$ cat src/rtl/skid_pipe_reg_pkg.sv
// skid_pipe_reg_pkg: shared state encoding and decode helpers for the elastic stage register
package skid_pipe_reg_pkg;

    typedef enum logic [1:0] {
        SKID_EMPTY = 2'd0,
        SKID_BUSY  = 2'd1,
        SKID_FULL  = 2'd2
    } skid_state_t;

    function automatic logic [1:0] occ_of(skid_state_t s);
        return s == SKID_FULL ? 2'd2 : s == SKID_BUSY ? 2'd1 : 2'd0;
    endfunction

endpackage

$ cat src/rtl/skid_pipe_reg.sv
// skid_pipe_reg: elastic pipeline stage with valid/ready handshake, 2-entry skid buffer and flush;
// in_ready, out_valid, occupancy and out_data all come straight from registers.
module skid_pipe_reg
    import skid_pipe_reg_pkg::*;
#(
    parameter int               WIDTH          = 32,
    parameter logic [WIDTH-1:0] RESET_VALUE    = '0,
    parameter bit               CLEAR_ON_FLUSH = 1'b0
) (
    input  logic             clk,
    input  logic             reset,
    input  logic             flush,
    input  logic             in_valid,
    output logic             in_ready,
    input  logic [WIDTH-1:0] in_data,
    output logic             out_valid,
    input  logic             out_ready,
    output logic [WIDTH-1:0] out_data,
    output logic [1:0]       occupancy
);

    skid_state_t      state, next_state;
    logic [WIDTH-1:0] main_q, skid_q;
    logic             in_xfer, out_xfer;
    logic             load_main_in, load_main_skid, load_skid;

    assign in_xfer  = in_valid & in_ready;
    assign out_xfer = out_valid & out_ready;

    always_ff @(posedge clk or posedge reset) begin
        if (reset) state <= SKID_EMPTY;
        else       state <= next_state;
    end

    always_comb begin
        next_state = SKID_EMPTY;
        if (!flush) begin
            case (state)
                SKID_EMPTY: next_state = in_xfer ? SKID_BUSY : SKID_EMPTY;
                SKID_BUSY:  next_state = in_xfer ? (out_xfer ? SKID_BUSY : SKID_FULL)
                                                 : (out_xfer ? SKID_EMPTY : SKID_BUSY);
                SKID_FULL:  next_state = out_xfer ? SKID_BUSY : SKID_FULL;
                default:    next_state = SKID_EMPTY;
            endcase
        end
    end

    always_comb begin
        in_ready  = state != SKID_FULL;
        out_valid = state != SKID_EMPTY;
        occupancy = occ_of(state);
        out_data  = main_q;
    end

    // main takes new data when it is empty or being drained in the same cycle; skid only on overflow
    assign load_main_in   = in_xfer & ((state == SKID_EMPTY) | (state == SKID_BUSY & out_xfer));
    assign load_main_skid = out_xfer & (state == SKID_FULL);
    assign load_skid      = in_xfer & ~out_xfer & (state == SKID_BUSY);

    always_ff @(posedge clk or posedge reset) begin
        if (reset)                 main_q <= RESET_VALUE;
        else if (flush)            main_q <= CLEAR_ON_FLUSH ? RESET_VALUE : main_q;
        else if (load_main_in)     main_q <= in_data;
        else if (load_main_skid)   main_q <= skid_q;
    end

    always_ff @(posedge clk or posedge reset) begin
        if (reset)          skid_q <= RESET_VALUE;
        else if (flush)     skid_q <= CLEAR_ON_FLUSH ? RESET_VALUE : skid_q;
        else if (load_skid) skid_q <= in_data;
    end

endmodule

$ cat config.mk
export PLATFORM = sky130hd
export DESIGN_NAME = skid_pipe_reg
export DESIGN_NICKNAME = d
export VERILOG_FILES = /design/src/rtl/skid_pipe_reg_pkg.sv /design/src/rtl/skid_pipe_reg.sv
export SDC_FILE = /design/constraint.sdc
export NUM_CORES = 1
export LEC_CHECK = 0
export ABC_CLOCK_PERIOD_IN_PS = 2900
export CAP_MARGIN = 25
export CORE_AREA = 2 2 76 78
export DETAILED_ROUTE_END_ITERATION = 12
export DIE_AREA = 0 0 78 80
export DONT_BUFFER_PORTS = 1
export PLACE_DENSITY = 0.85
export SLEW_MARGIN = 20
export SYNTH_ARGS = -nofsm -noshare
export SYNTH_HDL_FRONTEND = slang
export SYNTH_SLANG_ARGS = --single-unit
$ cat constraint.sdc
create_clock -name clk -period 2.9 [get_ports clk]
set_input_delay 0.58 -clock clk [delete_from_list [all_inputs] [get_ports clk]]
set_output_delay 0.58 -clock clk [all_outputs]
set_load 0.01 [all_outputs]
======== Yosys cells after proc, flatten, opt, wreduce, memory -nomap -nowiden ========
Index checks and enable logic that the tools add are counted.
word-level totals
  input bits .............................. 37
  register bits ........................... 66
  output and inout bits ................... 36
operators by class
  reductions and logical operators ........ 5
  eq/ne operators ......................... 3
  bitwise operators ....................... 10
  mux-type cells .......................... 10
operators by type and width
  operator              number
  $mux W32              2
  $mux W2               4
  $and A1 B1 Y1         7
  $pmux W2 S3           1
  $reduce_and A2 Y1     2
  $reduce_bool A2 Y1    2
  $mux W1               3
  $eq A2 B1 Y1 const B  1
  $eq A2 B2 Y1 const B  1
  $logic_not A2 Y1      1
  $ne A2 B2 Y1 const B  1
  $not A1 Y1            2
  $or A1 B1 Y1          1

======== Longest topological paths before layout ========
Gate-level depths: netlist of run 1.
  word-level depth ........................ 7
  depth in mapped cells ................... 5
  depth with buffers taken out ............ 3

======== Worst setup path after synthesis of run 1 ========
No wires, ideal clock.
  path type ............................... input to register
  start ................................... in out_ready
  end ..................................... reg skid_q[0]
  stages .................................. 5
  path buffers ............................ 2
  library setup time ...................... 0.125 ns
  arrival time ............................ 1.575 ns
  setup slack ............................. 1.200 ns
  cells stage by stage .................... nand2b_1 -> buf_2 -> nor3_4 -> buf_6 -> mux2_4
between the ends
  word-level cells in the longest chain between the ends .. 5
RTL lines
  item                                RTL line             source
  start, declared                     skid_pipe_reg.sv:17  input logic out_ready,
  $and A1 B1 Y1                       skid_pipe_reg.sv:28  assign out_xfer = out_valid & out_ready;
  $not A1 Y1                          skid_pipe_reg.sv:58  assign load_skid = in_xfer & ~out_xfer & (state == SKID_BUSY);
  $and A1 B1 Y1 (2 in a row)          skid_pipe_reg.sv:58
  $reduce_and A2 Y1 (no source line)  -
  end signal, assigned                skid_pipe_reg.sv:69  else if (flush) skid_q <= CLEAR_ON_FLUSH ? RESET_VALUE : skid_q;
  end signal, assigned                skid_pipe_reg.sv:70  else if (load_skid) skid_q <= in_data;
  end, declared                       skid_pipe_reg.sv:23  logic [WIDTH-1:0] main_q, skid_q;
Every way passes these cells.
A chain may end at the register's enable or synchronous reset.

======== Worst setup path in the final report of run 1 ========
  start ................................... reg state[1]
  end ..................................... reg main_q[9] (netlist: out_data[9])
between the ends
  word-level cells in the longest chain between the ends .. 7
  elaborated cells between the ends (all ways) .. 14
RTL lines
  item                                 RTL line             source
  start, declared                      skid_pipe_reg.sv:22  skid_state_t state, next_state;
  start signal, assigned               skid_pipe_reg.sv:32  else state <= next_state;
  $reduce_bool A2 Y1                   skid_pipe_reg.sv:50  out_valid = state != SKID_EMPTY;
  $and A1 B1 Y1                        skid_pipe_reg.sv:28
  $and A1 B1 Y1                        skid_pipe_reg.sv:56  assign load_main_in = in_xfer & ((state == SKID_EMPTY) | (state == SKID_BUSY & out_xfer));
  $or A1 B1 Y1                         skid_pipe_reg.sv:56
  $and A1 B1 Y1                        skid_pipe_reg.sv:56
  $reduce_bool A2 Y1 (no source line)  -
  $reduce_and A2 Y1 (no source line)   -
  end signal, assigned                 skid_pipe_reg.sv:62  else if (flush) main_q <= CLEAR_ON_FLUSH ? RESET_VALUE : main_q;
  end signal, assigned                 skid_pipe_reg.sv:63  else if (load_main_in) main_q <= in_data;
  end signal, assigned                 skid_pipe_reg.sv:64  else if (load_main_skid) main_q <= skid_q;
  end, declared                        skid_pipe_reg.sv:23
Parallel ways exist; a longest one is shown, timed or not.

==> run summary, run 1 <==
After clock tree synthesis, the repair step resized 0 gates. At the worst endpoint, the required time is 3100 ps. The clock tree from TritonCTS is done.

The cell type of the slowest stage on the worst timing path is sky130_fd_sc_hd__mux2_2. The element type at the critical path start is a register. Setup repair after global routing left no endpoint under its margin. The first global-routing pass estimated 12000 um of wire. After detailed placement, the design holds a cell count of 329. The fraction of layout instances using a drive strength above 1 is 22.2%. The number of nets at the end of the flow is 305. The total via count after detailed routing is 2338.

The startpoint identified for the worst register-to-register timing path is state[1]. The worst register-to-register path has a depth of 3. The net count after synthesis is 314. The count of max-cap constraint violations came out at 0.

The run finished with clean final reports. The capturing point of the worst reg2reg path is out_data[9]. The number of distinct standard cells referenced by the synthesized netlist came out at 25. After detailed routing, the total wire length is 7650 um. The internal power of the cells is 1.74 mW. The initialized floorplan defines 27 standard-cell rows. In this run, the number of DRC markers left after iteration 0 of detailed routing was 217. The peak supply drop is 0.396 mV. In this run the count of I/O pins placed on the die edge is 73. In this run the tightest slew margin relative to its limit is 52.0%. The number of instances in the synthesized netlist came out at 277. The floorplan step set the die width to 78 um. For the pin with the worst max-slew slack, the measured transition is 720 ps. The setup path with the least slack is of type reg -> reg. The post-synthesis instance area is 0.00317 sq mm.

After detailed routing, the number of vias per cell comes to 6.84. The placed instances occupy a cell area of 0.00319 sq mm. 0 antenna diodes ended up in the layout. Input and output buffers added on the ports amount to 0.

The deepest clock path buffer count came out at 2. The net switching component of the power is 0.732 mW. The count of nets left with antenna violations after detail routing came out at 0. The final-layout setup total negative slack came out at 0 ps. The clock arrives with 3.78 ps of skew. The die outline area is 0.00624 sq mm. The number of setup violations in the final report is 0. The average instance area after synthesis came out at 11.4 sq um. The start point of the critical path is state[1]. The floorplan core area is 0.00541 sq mm.

Together, buffers and inverters on the worst path number 0. The total power divided by cell area is 738 mW/mm^2. The sequential element share of the synthesized area came out at 52.1%. On the final layout, the worst hold slack is 208 ps. The final instance area came out at 0.00335 sq mm.

For this run, the number of standard cells in the final layout without fillers is 342. The signal on the critical path passes through mux2_2 -> a21o_4 -> a31oi_1. The number of global-route vias before repair came out at 2300. After global routing the overflow that remains totals 0. The number of sinks on the clock net is 66. The sequential cell fraction of total power came out at 54.3%.

In this run the number of H-tree levels came out at 3. The clock share of power is 26.9%. The pin count of the biggest net entering global routing is 38. The leakage component of the power came out at 1.35 nW.

The initial antenna violation count came out at 0. Combinational cells account for 18.7% of the total power. The count of endpoints failing hold in the final timing report is 0. The total iterations of the first detailed-routing run came out at 4.

The count of filler cells inserted in the layout is 410. Along the worst path, the maximum fanout reaches 34. The final RePlAce weighted congestion came out at 0.802.

The data arrival time of the critical path came out at 2150 ps. Yosys printed 0 warnings. The starting utilization of the core area came out at 58.7%. The number of buffers created by CTS came out at 9. The post-CTS setup buffer count came out at 0. The post-DP HPWL came out at 4640 um. STA classifies the critical path endpoint as a register. The shortest period the worst path allows came out at 1950 ps. The kind of cell with the highest combined delay along the critical path is multiplexers. The switching power share of the total is 29.7%. The die height is 80 um. The share of the clock period used by the worst path after layout came out at 67.2%. The worst reg-to-reg setup slack is 950 ps.

The upper clock frequency limit came out at 513 MHz. After detailed routing, the number of remaining DRC violations is 0. The number of pins exceeding their max-slew limit in the final report came out at 0. The storage element area came out at 0.00165 sq mm.

The number of buffers inserted for hold repair after clock tree synthesis is 0. The routed length per instance is 22.4 um. The master cell of the clock root buffer is sky130_fd_sc_hd__clkbuf_8.

The post-synthesis to final-layout area growth is 5.52%. The largest single stage delay on the critical path is 740 ps. The multi-input combinational cell area is 0.00135 sq mm. Cells fill 61.9% of the core in the end. The tightest min-delay check is of the in -> async type. The clock-pin slew on the worst setup and hold paths came out at 60 ps. The flop and latch count out of synthesis came out at 66.

The total track usage came out at 25.5%. The clock latency at the later pin of the worst-skew pair is 340 ps.
-- cell type report --
type	count	share of cell area [%]
clock buffers	13	4.75
inverters	2	0.224
multi-input cells	179	40.4
flip-flops and latches	66	49.4
well taps	72	2.69
repair buffers	10	2.62
-- cells by family (layout without fill, tap and decap cells) --
logic type / Yosys count / after routing / share of synthesized area (%)
simple gates: 46 / 46 / 8.29
compound gates: 100 / 100 / 20.0
buf+inv: 32 / 25 / 5.56
flops: 66 / 66 / 52.1
mux: 33 / 33 / 14.1
-- metal layers --
layer  GRT usage (%)  part of all wire, %  vias up
li1                -                    -     1027
met1            31.3                   41     1186
met2            39.1                   48      107
met3            9.84                  8.2       18
met4            13.2                  2.8        0
met5               0                    0        -
-- synth_stat cells --
cell / count / area (sq um)
sky130_fd_sc_hd__and4bb_1: 1 / 12.5
sky130_fd_sc_hd__a21o_4: 1 / 15.0
sky130_fd_sc_hd__mux2_1: 3 / 33.8
sky130_fd_sc_hd__a31oi_1: 32 / 200
sky130_fd_sc_hd__inv_1: 2 / 7.51
sky130_fd_sc_hd__nor3_4: 1 / 16.3
sky130_fd_sc_hd__clkbuf_1: 15 / 56.3
sky130_fd_sc_hd__nand2_1: 1 / 3.75
sky130_fd_sc_hd__nor3_1: 1 / 5.00
sky130_fd_sc_hd__nor2b_1: 4 / 25.0
sky130_fd_sc_hd__nand2b_1: 2 / 12.5
sky130_fd_sc_hd__mux2_4: 20 / 300
sky130_fd_sc_hd__nand3_1: 32 / 160
sky130_fd_sc_hd__a21oi_1: 2 / 10.0
sky130_fd_sc_hd__a21o_1: 1 / 7.51
sky130_fd_sc_hd__or2_2: 1 / 6.26
sky130_fd_sc_hd__buf_2: 9 / 45.0
sky130_fd_sc_hd__nand2b_2: 1 / 8.76
sky130_fd_sc_hd__or3b_2: 1 / 8.76
sky130_fd_sc_hd__nor2_1: 1 / 3.75
sky130_fd_sc_hd__o21ai_0: 32 / 160
sky130_fd_sc_hd__mux2_2: 10 / 113
sky130_fd_sc_hd__buf_6: 6 / 67.6
sky130_fd_sc_hd__a211oi_1: 32 / 240
sky130_fd_sc_hd__dfrtp_1: 66 / 1650
-- flip-flops by register name, summed over array words and instances (netlist names) --
signal    count
skid_q       32
out_data     32
state         2
-- worst reg2reg max path: cells and delay by family, from the launching register on --
kind | cells | cell delay, ps
mux | 1 | 740
flops | 1 | 450
compound gates | 2 | 610
-- cell usage in the layout, fill, tap and decap left out --
cell | Yosys | routed
sky130_fd_sc_hd__a211oi_1 | 32 | 32
sky130_fd_sc_hd__a21o_1 | 1 | 1
sky130_fd_sc_hd__a21o_4 | 1 | 1
sky130_fd_sc_hd__a21oi_1 | 2 | 2
sky130_fd_sc_hd__a31oi_1 | 32 | 32
sky130_fd_sc_hd__and4bb_1 | 1 | 1
sky130_fd_sc_hd__buf_12 | 0 | 1
sky130_fd_sc_hd__buf_4 | 0 | 9
sky130_fd_sc_hd__clkbuf_1 | 15 | 2
sky130_fd_sc_hd__clkbuf_8 | 0 | 11
sky130_fd_sc_hd__dfrtp_1 | 66 | 66
sky130_fd_sc_hd__inv_1 | 2 | 1
sky130_fd_sc_hd__inv_2 | 0 | 1
sky130_fd_sc_hd__mux2_1 | 3 | 3
sky130_fd_sc_hd__mux2_2 | 10 | 10
sky130_fd_sc_hd__mux2_4 | 20 | 20
sky130_fd_sc_hd__nand2_1 | 1 | 1
sky130_fd_sc_hd__nand2b_1 | 2 | 2
sky130_fd_sc_hd__nand2b_2 | 1 | 1
sky130_fd_sc_hd__nand3_1 | 32 | 32
sky130_fd_sc_hd__nor2_2 | 0 | 1
sky130_fd_sc_hd__nor2b_1 | 4 | 2
sky130_fd_sc_hd__nor2b_2 | 0 | 2
sky130_fd_sc_hd__nor3_1 | 1 | 1
sky130_fd_sc_hd__nor3_4 | 1 | 1
sky130_fd_sc_hd__o21ai_0 | 32 | 32
sky130_fd_sc_hd__or2_2 | 1 | 1
sky130_fd_sc_hd__or3b_2 | 1 | 1
-- how the worst max path moves through the flow --
| stage | endpoint | slack, ps | cells past startpoint |
|---|---|---|---|
| finish | out_data[9] | 950 | 3 |
| global route | out_data[18] | 880 | 3 |
| CTS | out_data[9] | 1000 | 3 |
| detailed placement | out_data[3] | 990 | 3 |
| global placement | skid_q[18] | 1010 | 4 |
| floorplan | out_data[0] | 670 | 1 |
-- power groups by stage --
| stage | sequential [mW] | clock, mW | combinational (mW) |
|---|---|---|---|
| after floorplan | 1.30 | 0 | 0.397 |
| after global placement | 1.34 | 0 | 0.444 |
| after detailed placement | 1.35 | 0 | 0.461 |
| after CTS | 1.34 | 0.672 | 0.463 |
| after global routing | 1.36 | 0.711 | 0.510 |
| final | 1.34 | 0.665 | 0.463 |
-- metrics by stage --
stage / total power, mW / setup slack [ps]
2_1_floorplan: 1.70 / 665
3_3_place_gp: 1.78 / 1010
3_5_place_dp: 1.81 / 988
4_1_cts: 2.47 / 1000
5_1_grt: 2.58 / 882
6_report: 2.47 / 952
Power figures use the tool's default switching activity.
==> inputs of run 2 (changes only) <==
--- a/config.mk
+++ b/config.mk
@@ -5,7 +5,7 @@
 export SDC_FILE = /design/constraint.sdc
 export NUM_CORES = 1
 export LEC_CHECK = 0
-export ABC_CLOCK_PERIOD_IN_PS = 2900
+export ABC_CLOCK_PERIOD_IN_PS = 1900
 export CAP_MARGIN = 25
 export CORE_AREA = 2 2 76 78
 export DETAILED_ROUTE_END_ITERATION = 12
==> constraint.sdc (replaced) <==
create_clock -name clk -period 1.9 [get_ports clk]
set_input_delay 0.38 -clock clk [delete_from_list [all_inputs] [get_ports clk]]
set_output_delay 0.38 -clock clk [all_outputs]
set_load 0.01 [all_outputs]
==> run summary, run 2 (synthesized netlist as in run 1, its figures left out) <==
The number of instances on the worst hold path is 1. The fraction of layout instances using a drive strength above 1 came out at 24.2%. The cell area after placement came out at 0.00326 sq mm.

In this run the worst path has a maximum fanout of 8. After global routing, the most crowded layer is met2. The number of global-route vias before repair is 2414. The final global-route overflow total is 0. The number of sinks on the clock net came out at 66. The die outline area is 0.00624 sq mm. The length in cells of the worst reg-to-reg path is 4.

The deepest clock path buffer count came out at 2. Summing all non-filler instances in the final layout gives an area of 0.00348 sq mm. The clock latency at the later pin of the worst-skew pair is 340 ps. The horizontal die dimension came out at 78 um. For this run, global-route usage on met1 was measured as 32.4%. The H-tree generated during clock tree synthesis spans 3 levels.

The starting utilization of the core area came out at 58.7%. The critical path in this run is classified as reg -> out. The die is 80 um tall. The final RePlAce weighted congestion came out at 0.733.

The I/O pin total came out at 73. In this run the power density over the cells is 1140 mW/mm^2. The met2 global-route usage is 37.4%.

The total track usage came out at 25.3%. The number of buffers created by CTS is 9. The data required time of the critical path is 1520 ps. In the finished design, the share of the clock period the worst path needs comes to 96.2%.

The normalized max-slew margin came out at 56.0%. Setup violations remaining at the end of the flow were counted as 0. STA classifies the critical path endpoint as a primary output. Timing would allow up to 547 MHz.

The count of endpoints failing hold in the final timing report came out at 0. Clock tree synthesis selected as its root buffer the cell sky130_fd_sc_hd__clkbuf_8. The capturing point of the worst reg2reg path is out_data[0].

The clock-pin slew on the worst setup and hold paths is 60 ps. The run finished with clean final reports. The number of I/O port buffers came out at 0. 0 antenna diodes ended up in the layout. The peak supply drop came out at 0.599 mV.

TritonCTS built the clock tree. The buffer and inverter count on the worst path is 2. The first global-routing pass estimated 12000 um of wire.

The post-route worst hold slack is 100 ps. The shortest period the worst path allows is 1830 ps. The setup check on the worst reg-to-reg path leaves a slack of 230 ps. The total via count after detailed routing came out at 2354. The routed length per instance is 21.5 um. The number of nets at the end of the flow is 310. The floorplan has 27 rows. The pin count of the biggest net entering global routing came out at 45.

The utilization after layout is 64.3%. The first TritonRoute pass finished after 4 iterations. Walking the worst path, the cells encountered are buf_4 -> nor2b_1 -> inv_1. The number of DRC violations after detailed-routing iteration 0 is 213. The path type of the worst min-delay path is in -> reg.

The data arrival time of the critical path came out at 1450 ps. In this design, the stage delay of the slowest critical-path cell is 400 ps. The floorplan core area came out at 0.00541 sq mm. The cell family with the largest share of critical-path delay is simple AND/OR/NAND/NOR gates. The number of pins exceeding their max-slew limit in the final report came out at 0. For the pin with the worst max-slew slack, the measured transition is 658 ps.

Setup repair after global routing left no endpoint under its margin. Summed over all cells, the static leakage comes to 1.40 nW. Among all stages on the critical path, the largest delay is contributed by sky130_fd_sc_hd__nor2b_1. The worst-case clock skew is 8.23 ps. STA classifies the critical path startpoint as a register. The post-synthesis to final-layout area growth came out at 9.67%. Counting tap cells, the placed design contains a total of 333 instances. The count of nets left with antenna violations once routing finished came out at 0.

For this run, global-route usage on met3 was measured as 9.28%. Gates resized during post-CTS repair numbered 0. The most common library cell in the layout ignoring fill and taps is sky130_fd_sc_hd__dfrtp_1. For hold timing, the worst endpoint is state[0]. Max-cap violations in this run came to 0. In this run the most critical hold path is launched from flush. The initial antenna violation count is 0.

The sum of routed wire length over all layers is 7500 um. The count of non-filler cells in the finished layout came out at 349. In the layout the commonest cells are sky130_fd_sc_hd__dfrtp_1 (66), sky130_fd_sc_hd__nand3_1 (32), sky130_fd_sc_hd__o21ai_0 (32), sky130_fd_sc_hd__a211oi_1 (32), sky130_fd_sc_hd__a31oi_1 (32). The post-DP HPWL is 4590 um.

The worst register-to-register path begins at state[1]. Using the TritonRoute via totals, the vias-per-cell ratio works out to 6.74. The residual DRC count came out at 0. The final-layout setup total negative slack is 0 ps.
==> run 2: stage by stage <==
step / setup slack, ps / power [mW]
global placement: 207 / 2.73
finish: 72.8 / 3.98
floorplan: 340 / 2.59
global route: 1.21 / 4.15
CTS: 73.0 / 3.99
detailed placement: 153 / 2.77
==> run 2: routing by layer <==
layer | wire (um) | vias to the layer above
met1 | 3050 | 1161
met3 | 768 | 22
li1 | - | 1044
met4 | 184 | 0
met5 | 0 | -
met2 | 3500 | 127
==> run 2: how the worst max path moves through the flow <==
stage | from | cells after the start | endpoint | slack (ps)
after detailed placement | out_ready | 3 | out_data[24] | 150
after global routing | state[0] | 3 | in_ready | 1
after global placement | out_ready | 3 | out_data[9] | 210
after floorplan | state[1] | 4 | skid_q[0] | 340
final | state[0] | 3 | in_ready | 70
after CTS | state[1] | 2 | in_ready | 70
==> run 2: power by group <==
group          switching, mW  total [mW]  leakage [nW]  internal [mW]
Sequential             0.285        2.03         0.789           1.75
Combinational          0.336       0.729         0.509          0.393
Clock                  0.508        1.21         0.106          0.705
==> run 2: repair_timing <==
| item | in CTS | in global routing |
|---|---|---|
| buffers inserted | 0 | 0 |
| hold buffers | 1 | 0 |
| endpoints found under the hold margin | 22 | 0 |
==> run 2: final cells by class <==
cell class | instances | area (sq um)
well taps | 72 | 90.1
inverters | 2 | 11.3
clock buffers | 13 | 169
repair buffers | 15 | 165
multi-input cells | 179 | 1360
clock inverters | 2 | 35.0
flip-flops and latches | 66 | 1650
fillers | 421 | 1930
==> run 2: worst register-to-register path: stages, from the launching register on <==
cell                       delay [ps]
sky130_fd_sc_hd__dfrtp_1          470
sky130_fd_sc_hd__mux2_2           510
sky130_fd_sc_hd__buf_12           220
sky130_fd_sc_hd__a211oi_1         260
sky130_fd_sc_hd__a31oi_1           70
